<file path="src/rtl/tone_pkg.sv">
// Shared definitions for the polyphonic tone synthesiser:
// note frequency table, half-period helper and voice state type.
package tone_pkg;

    localparam int SEMI_MAX = 11;

    // C3..B3 in millihertz
    localparam longint F_MHZ [0:11] = '{
        130813, 138591, 146832, 155563,
        164814, 174614, 184997, 195998,
        207652, 220000, 233082, 246942
    };

    typedef enum logic {
        V_IDLE,
        V_PLAY
    } voice_st_t;

    function automatic longint half_period(
        input longint clk_hz,
        input int     semi,
        input int     oct
    );
        longint h;
        if (semi < 0 || semi > SEMI_MAX) begin
            return 0;
        end
        h = (clk_hz * 1000) / (2 * F_MHZ[semi]);
        return h >> oct;
    endfunction

endpackage

</file>
<file path="src/rtl/tone_synth_voice.sv">
// One square-wave voice: IDLE/PLAY state, half-period counter
// and output phase.
module tone_voice
    import tone_pkg::*;
#(
    parameter int CNT_W = 20
) (
    input  logic             clk_i,
    input  logic             rst_i,
    input  logic             pause_i,
    input  logic             load_i,
    input  logic             off_i,
    input  logic [CNT_W-1:0] half_i,
    output logic             phase_o,
    output logic             active_o
);

    voice_st_t        state_q, state_d;
    logic [CNT_W-1:0] half_q, half_d;
    logic [CNT_W-1:0] cnt_q, cnt_d;
    logic             phase_q, phase_d;

    always_ff @(posedge clk_i or posedge rst_i) begin
        if (rst_i) begin
            state_q <= V_IDLE;
            half_q  <= '0;
            cnt_q   <= '0;
            phase_q <= 1'b0;
        end else begin
            state_q <= state_d;
            half_q  <= half_d;
            cnt_q   <= cnt_d;
            phase_q <= phase_d;
        end
    end

    always_comb begin
        state_d = state_q;
        if (load_i) begin
            state_d = V_PLAY;
        end else if (off_i) begin
            state_d = V_IDLE;
        end
    end

    // A load takes priority over a wrap landing on the same cycle.
    always_comb begin
        half_d  = half_q;
        cnt_d   = cnt_q;
        phase_d = phase_q;
        if (load_i) begin
            half_d  = half_i;
            cnt_d   = '0;
            phase_d = 1'b0;
        end else if (off_i || state_q == V_IDLE) begin
            cnt_d   = '0;
            phase_d = 1'b0;
        end else if (!pause_i) begin
            if (cnt_q == half_q - CNT_W'(1)) begin
                cnt_d   = '0;
                phase_d = ~phase_q;
            end else begin
                cnt_d = cnt_q + CNT_W'(1);
            end
        end
    end

    always_comb begin
        active_o = (state_q == V_PLAY);
        phase_o  = phase_q;
    end

endmodule

</file>
<file path="src/rtl/tone_synth.sv">
// Polyphonic square-wave buzzer driver: command decode, voice
// array and one-bit PWM/OR mixer.
module tone_synth
    import tone_pkg::*;
#(
    parameter int CLK_HZ   = 100_000_000,
    parameter int N_VOICES = 4,
    parameter int OCT_W    = 2,
    parameter int CNT_W    = 20,
    parameter int MIX_MODE = 0,
    localparam int VW = (N_VOICES > 1) ? $clog2(N_VOICES) : 1
) (
    input  logic                clk_i,
    input  logic                rst_i,
    input  logic                pause_i,
    input  logic                cmd_valid_i,
    output logic                cmd_ready_o,
    input  logic [VW-1:0]       cmd_voice_i,
    input  logic                cmd_on_i,
    input  logic [3:0]          cmd_semi_i,
    input  logic [OCT_W-1:0]    cmd_oct_i,
    output logic                cmd_err_o,
    output logic [N_VOICES-1:0] active_o,
    output logic                speaker_o,
    output logic                sel_o
);

    logic              ready_q, ready_d;
    logic              err_q, err_d;
    logic              sel_q, sel_d;
    logic              spk_q, spk_d;
    logic [VW-1:0]     pwm_q, pwm_d;

    logic              accept, good;
    logic              bad_voice, bad_semi;
    logic [CNT_W-1:0]  half0 [16];
    logic [CNT_W-1:0]  half_sel;

    logic [N_VOICES-1:0] load, off, phase, active;

    // Base half-periods fixed at elaboration; 12..15 read as zero.
    for (genvar s = 0; s < 16; s++) begin : g_tab
        localparam logic [CNT_W-1:0] H =
            CNT_W'(half_period(longint'(CLK_HZ), s, 0));
        assign half0[s] = H;
    end

    assign accept    = cmd_valid_i & ready_q;
    assign bad_voice = int'(cmd_voice_i) >= N_VOICES;
    assign bad_semi  = cmd_on_i && (cmd_semi_i > 4'(SEMI_MAX));
    assign good      = accept & ~bad_voice & ~bad_semi;
    assign half_sel  = half0[cmd_semi_i] >> cmd_oct_i;

    for (genvar v = 0; v < N_VOICES; v++) begin : g_voice
        assign load[v] = good && cmd_on_i
                         && int'(cmd_voice_i) == v;
        assign off[v]  = good && !cmd_on_i
                         && int'(cmd_voice_i) == v;

        tone_voice #(.CNT_W(CNT_W)) u_voice (
            .clk_i    (clk_i),
            .rst_i    (rst_i),
            .pause_i  (pause_i),
            .load_i   (load[v]),
            .off_i    (off[v]),
            .half_i   (half_sel),
            .phase_o  (phase[v]),
            .active_o (active[v])
        );
    end

    always_ff @(posedge clk_i or posedge rst_i) begin
        if (rst_i) begin
            ready_q <= 1'b1;
            err_q   <= 1'b0;
            sel_q   <= 1'b0;
            spk_q   <= 1'b0;
            pwm_q   <= '0;
        end else begin
            ready_q <= ready_d;
            err_q   <= err_d;
            sel_q   <= sel_d;
            spk_q   <= spk_d;
            pwm_q   <= pwm_d;
        end
    end

    always_comb begin
        ready_d = ~accept;
        err_d   = accept & (bad_voice | bad_semi);
        sel_d   = |active;
        pwm_d   = pwm_q;
        spk_d   = spk_q;
        if (!pause_i) begin
            if (pwm_q == VW'(N_VOICES - 1)) begin
                pwm_d = '0;
            end else begin
                pwm_d = pwm_q + VW'(1);
            end
            if (MIX_MODE != 0) begin
                spk_d = |phase;
            end else begin
                spk_d = int'(pwm_q) < $countones(phase);
            end
        end
    end

    assign cmd_ready_o = ready_q;
    assign cmd_err_o   = err_q;
    assign active_o    = active;
    assign speaker_o   = spk_q;
    assign sel_o       = sel_q;

endmodule

</file>
<file path="config.mk">
export PLATFORM = sky130hd
export DESIGN_NAME = tone_synth
export DESIGN_NICKNAME = d
export VERILOG_FILES = /design/src/rtl/tone_pkg.sv /design/src/rtl/tone_synth_voice.sv /design/src/rtl/tone_synth.sv
export SDC_FILE = /design/constraint.sdc
export NUM_CORES = 1
export LEC_CHECK = 0
export ABC_AREA = 0
export CORE_UTILIZATION = 54
export DETAILED_ROUTE_END_ITERATION = 10
export PLACE_DENSITY = 0.7
export SYNTH_ARGS = -nofsm -noshare
export SYNTH_HDL_FRONTEND = slang
export SYNTH_SLANG_ARGS = --single-unit
export TNS_END_PERCENT = 100
</file>
<file path="constraint.sdc">
create_clock -name clk_i -period 7.8 [get_ports clk_i]
set_input_delay 1.56 -clock clk_i [delete_from_list [all_inputs] [get_ports clk_i]]
set_output_delay 1.56 -clock clk_i [all_outputs]
set_load 0.01 [all_outputs]
</file>
Word level (Yosys, flattened, before mapping) --
Memories as Yosys holds them, arrays and structs flattened. Index checks and enable logic that the tools add are counted.
Cells by class: eq/ne operators 12, reduce and logical (&&, ||, !) cells 30, add/sub/neg operators 12, shift-type cells 1, muxes and demuxes 43, bitwise logic cells 14, $lt $le $gt $ge 3
Operators by type and width (count):
- $mux W20 | 18
- $add A20 B1 Y20 const B | 4
- $eq A20 B20 Y1 | 4
- $sub A20 B1 Y20 const B | 4
- $mux W1 | 24
- $shr A20 B2 Y20 | 1
- $ne A3 B1 Y1 const B | 4
- $reduce_bool A3 Y1 | 4
- $logic_and A1 B1 Y1 | 11
- $not A1 Y1 | 10
- $reduce_and A2 Y1 | 4
- $reduce_bool A2 Y1 | 4
- $eq A2 B2 Y1 const B | 3
- $ge A5 B5 Y1 const B | 1
- $not A4 Y5 | 1
- $add A1 B1 Y2 | 2
- $gt A4 B4 Y1 const B | 1
- $logic_or A1 B1 Y1 | 4
- $reduce_or A4 Y1 | 1
- $add A2 B2 Y3 | 1
- $and A1 B1 Y1 | 3
- $lt A2 B3 Y1 | 1
- $add A2 B1 Y2 const B | 1
- $eq A2 B1 Y1 const B | 1
- 3 further kinds | 3
Word-level totals: bits in registers 174, input bits 13, output and inout bits 8, bits in read-only memories 320, memories 1
Memories:
- (name not given) | depth 16, width 20, read ports 1, clocked after Yosys merged registers in 0, wr ports 0, RTL line tone_synth.sv:52 | assign half_sel = half0[cmd_semi_i] >> cmd_oct_i;

Depth between registers and ports, before layout --
word-level depth 9, mapped depth 12, mapped depth without buffers 10

Modules after synthesis --
A second synthesis with hierarchy kept.
Second synthesis, totals: cell total of the unflattened synthesis 1227, area total of the unflattened synthesis 11612.4 um^2
Modules (own cells, without submodules):
- tone_voice | cells each 257, area an instance 2531.2 um^2, instances 4
- tone_synth | cells each 199, area an instance 1487.7 um^2, instances 1

Worst setup path after synthesis --
No wires, ideal clock.
kind input-to-reg, from in cmd_voice_i[0], to reg g_voice[1].u_voice.cnt_q[16], buffers on the path 2, data arrival time 3595 ps, slack 4078 ps, required time 7674 ps, cell stages on the path 10, library setup time 126 ps, cells stage by stage clkbuf_1 -> nand2b_1 -> o311ai_0 -> nand4_1 -> or2_2 -> clkbuf_1 -> nor2_1 -> nand2_1 -> xor2_1 -> nor2_1
On the way: word-level cells in the longest chain between the ends 5, elaborated cells on any way between the ends 7, classes of those cells eq/ne: 2; mux: 2; reduce/logical: 3
RTL lines:
- start, declared | RTL line tone_synth.sv:18 | input logic [VW-1:0] cmd_voice_i,
- $eq A2 B2 Y1 * | RTL line tone_synth.sv:56, tone_synth.sv:58
- $logic_and A1 B1 Y1 | RTL line tone_synth.sv:58 | && int'(cmd_voice_i) == v;
- $logic_or A1 B1 Y1 | RTL line tone_synth_voice.sv:55 | end else if (off_i || state_q == V_IDLE) begin
- $mux W20 | RTL line tone_synth_voice.sv:55
- $mux W20 | RTL line tone_synth_voice.sv:51 | if (load_i) begin
- end signal, assigned | RTL line tone_synth_voice.sv:32 | cnt_q <= cnt_d;
- end, declared | RTL line tone_synth_voice.sv:20 | logic [CNT_W-1:0] cnt_q, cnt_d;
Every way passes the cells marked *; elsewhere a longest branch is shown, timed or not. A chain may end at the register's enable or synchronous reset.

Worst setup path after layout --
from in cmd_semi_i[0], to reg g_voice[0].u_voice.half_q[14]
On the way: word-level cells in the longest chain between the ends 6, elaborated cells on any way between the ends 11, classes of those cells order compare: 1; shift: 1; mux: 2; bitwise: 3; reduce/logical: 3; memory: 1
RTL lines:
- start, declared | RTL line tone_synth.sv:20 | input logic [3:0] cmd_semi_i,
- branches (longest 6 deep; another with $mem_v2 Z16 W20)
- end signal, assigned | RTL line tone_synth_voice.sv:31 | half_q <= half_d;
- end, declared | RTL line tone_synth_voice.sv:19 | logic [CNT_W-1:0] half_q, half_d;
Parallel ways; which one is timed is not known. The select of a mux whose other input is x is not followed.

==> run summary <==
## Timing
- **shortest clock period the worst path allows after layout** 4.20 ns
- **Achievable Freq** 238 MHz
- **worst slew margin relative to its limit** 22.7%
- **RSZ-0062 raised after global routing** false
- **Final setup violation count** 0
- **crit share post-route** 53.8%
- **setup TNS after final layout** 0 ns
- **worst-case setup margin in the final layout** 3.60 ns
- **Pins Over Slew Limit** 0
- **clock skew** 0.0126 ns
- **actual transition at the worst max-transition pin** 1.16 ns
- **Final Hold Fails** 0

## Clocking
- **CTS tree** yes
- **CTS sink cnt** 170
- **buffer depth of the longest clock path** 2
- **latest clock arrival within the worst-skew pair** 0.44 ns
- **post-CTS repair timing setup buffer count** 0
- **Worst-path clk slew** 0.07 ns
- **CTS Hold Buffers Added** 0
- **H-tree depth** 4
- **root buffer selected by CTS** sky130_fd_sc_hd__clkbuf_16
- **clock buffers created by TritonCTS** 17
- **cts repair resizes** 0

## Yosys
- **simple-gate share of the synthesized area** 24.0%
- **sequential-to-total area share from yosys stat** 37.9%
- **Syn Std Cell Area** 11200 µm²
- **warning count from the yosys run** 0
- **area leader, netlist** sky130_fd_sc_hd__dfrtp_1
- **mean cell area of the mapped netlist** 8.82 µm²
- **Synth Register Bits** 170
- **portion of netlist area occupied by mux cells** 7.27%
- **compound-cell area share of the yosys netlist** 12.0%
- **number of synthesized flops with an enable pin** 0
- **top_reg_cell synth** sky130_fd_sc_hd__dfrtp_1
- **area share of fa/ha/maj cells after synthesis** 2.38%
- **leading post-synthesis cells by cell area** sky130_fd_sc_hd__dfrtp_1 38%, sky130_fd_sc_hd__xnor2_1 7.3%, sky130_fd_sc_hd__mux2_2 6.1%, sky130_fd_sc_hd__nor2_1 5.3%, sky130_fd_sc_hd__xor2_1 5.1%
- **number of library cell types mapped by synthesis** 79
- **Syn Nets** 1307
- **largest family of logic cells by synthesized area** simple AND/OR/NAND/NOR gates
- **Synth Instances** 1274
- **xor and xnor fraction of the mapped netlist area** 12.5%
- **most frequent cells after synthesis** 169 x sky130_fd_sc_hd__dfrtp_1, 158 x sky130_fd_sc_hd__nor2_1, 98 x sky130_fd_sc_hd__nand2_1
- **Async S/R FF share, synth** 100%
- **proportion of netlist area held by the largest area contributor** 37.6%
- **most used standard cell by instance count after synthesis** sky130_fd_sc_hd__dfrtp_1

## Setup path
- **category of the worst setup path capture point** flip-flop
- **reg2reg setup slack** 3.97 ns
- **data required time of the worst path** 8.17 ns
- **crit path max fanout** 10
- **Crit Path Category** primary input to flip-flop
- **sort of element at the start of the critical path** primary input
- **CP Data Arrival Time** 4.56 ns

## Cells and area
- **final core area utilization** 59.8%
- **synthesis-to-layout area growth** 8.00%
- **total non-filler cell area in the finished layout** 12100 µm²
- **number of nets at the end of the flow** 1291
- **Ant. Diodes** 0
- **layout cells sized above 1** 10.5%

## Detailed routing
- **Starting DRT DRC Count** 699
- **total wire length** 26.6 mm
- **post-route ant nets** 0
- **DR WL/cell** 17.3 µm
- **average vias per placed instance** 5.99
- **number of detailed-routing iterations run before antenna repair** 5
- **Vias** 9226
- **total DRC errors in the routed layout** 0

## Global routing
- **number of antenna violations at the first check in global routing** 0
- **final global-route overflow total** 0
- **Overall Global Routing Usage** 25.7%
- **vias in the first global route** 8688
- **first-pass GRT wire length** 44.3 mm
- **largest net degree at the start of global routing** 103

## Power and ir drop
- **largest vdd supply drop** 0.163 mV
- **Lkg Pwr** 4.87 nW
- **Total Power Consumption** 2.85 mW
- **total power divided by cell area** 235 nW/µm²

## Floorplanning
- **standard-cell rows** 52
- **vertical die dimension** 146 µm
- **chip width** 146 µm
- **# IOs** 21
- **core area** 20300 µm²
- **Starting Density** 55.4%
- **Die Footprint** 21400 µm²

## Place
- **DP Worst Slack** 3.19 ns
- **area of placed instances** 11600 µm²
- **HPWL reported at the end of detailed placement** 19.1 mm
- **final estimated routing congestion in global placement** 0.909
- **number of buffers inserted by port buffering** 20

## Job
- **maximum capacitance violations** 0

## Worst hold path
- **worst min path class** flip-flop to flip-flop

## Run status
- **result of the run** finished, final reports clean

==> cell type report <==
type	instances	area, µm²
Sequential cell	170	4260
Multi-Input combinational cell	996	6550
Tap cell	270	338
Inverter	44	170
Clock buffer	19	453
Timing Repair Buffer	29	268
Clock inverter	13	111
Fill cell	1839	8160
==> placed cells by master, fill, tap and decap left out, types with 10 or more instances in the layout <==
master,instances
sky130_fd_sc_hd__o211ai_1,11
sky130_fd_sc_hd__nor3_1,41
sky130_fd_sc_hd__xor2_1,66
sky130_fd_sc_hd__xnor2_1,94
sky130_fd_sc_hd__mux2_2,61
sky130_fd_sc_hd__and3_1,19
sky130_fd_sc_hd__nand3_1,52
sky130_fd_sc_hd__a21oi_1,51
sky130_fd_sc_hd__inv_1,42
sky130_fd_sc_hd__clkbuf_16,17
sky130_fd_sc_hd__ha_1,19
sky130_fd_sc_hd__dfrtp_1,169
sky130_fd_sc_hd__o21ai_0,58
sky130_fd_sc_hd__clkdlybuf4s50_1,20
sky130_fd_sc_hd__or4_1,16
sky130_fd_sc_hd__nand2_1,98
sky130_fd_sc_hd__nand2b_1,20
sky130_fd_sc_hd__or2_2,10
sky130_fd_sc_hd__nor2_1,158
sky130_fd_sc_hd__mux2i_1,13
sky130_fd_sc_hd__nand4_1,31
sky130_fd_sc_hd__nor4_1,28
==> registers in the layout, indices dropped and copies added, names as in the netlist <==
signal and count:
g_voice.u_voice.half_q 76, sel_o 1, g_voice.u_voice.cnt_q 80, g_voice.u_voice.phase_o 4, cmd_ready_o 1, pwm_q 2, g_voice.u_voice.active_o 4, cmd_err_o 1
speaker_o 1
==> power breakdown <==
part | switching [mW] | total, mW | internal (mW)
logic | 0.447 | 0.822 | 0.375
registers | 0.204 | 1.21 | 1.00
clock network | 0.387 | 0.820 | 0.433
total | 1.04 | 2.85 | 1.81
==> worst max-delay path, cell delays in order <==
cell and delay [ns]:
sky130_fd_sc_hd__clkdlybuf4s50_1 0.71, sky130_fd_sc_hd__inv_1 0.21, sky130_fd_sc_hd__ha_1 0.42, sky130_fd_sc_hd__xor2_1 0.17
sky130_fd_sc_hd__o221a_2 0.25, sky130_fd_sc_hd__a21oi_1 0.17, sky130_fd_sc_hd__inv_1 0.06, sky130_fd_sc_hd__o21ai_0 0.71
sky130_fd_sc_hd__mux2_2 0.30
==> worst paths after layout <==
check                                             startpoint                       endpoint  cells past startpoint
worst min register to register                      pwm_q[0]                       pwm_q[0]                      1
min in group asynchronous                              rst_i  g_voice[1].u_voice.half_q[16]                      2
worst max register to register  g_voice[3].u_voice.half_q[5]   g_voice[3].u_voice.cnt_q[17]                      8
worst min-delay path                                pwm_q[0]                       pwm_q[0]                      1
worst max-delay path                           cmd_semi_i[0]  g_voice[0].u_voice.half_q[14]                      9
max in group asynchronous                              rst_i   g_voice[0].u_voice.half_q[0]                      3
==> cell families (layout without fill, tap and decap cells) <==
group / count (synthesis) / in the layout
adders and majority gates: 21 / 21
and+or+nand+nor: 534 / 534
DFF: 170 / 170
muxes: 74 / 74
xor gates and xnor gates: 160 / 160
buffers and inverters: 108 / 105
AOI/OAI and AO/OA: 207 / 207
==> metrics by stage <==
step / hold slack [ns] / cells
4_1_cts: 0.540 / 1541
3_3_place_gp: 0.517 / 1509
2_1_floorplan: 0.481 / 1274
5_1_grt: 0.564 / 1541
3_5_place_dp: 0.528 / 1509
6_report: 0.532 / 1541
==> routing by layer <==
metal,global-route usage [%],vias up,share of wire (%),routed length [µm]
met5,0,-,0,0
met4,8.65,0,2.0,537
met3,3.59,35,5.0,1330
met2,40.2,228,46,12200
met1,36.6,4484,47,12600
li1,-,4479,-,-
No activity file was read; power rests on OpenSTA's default activity.
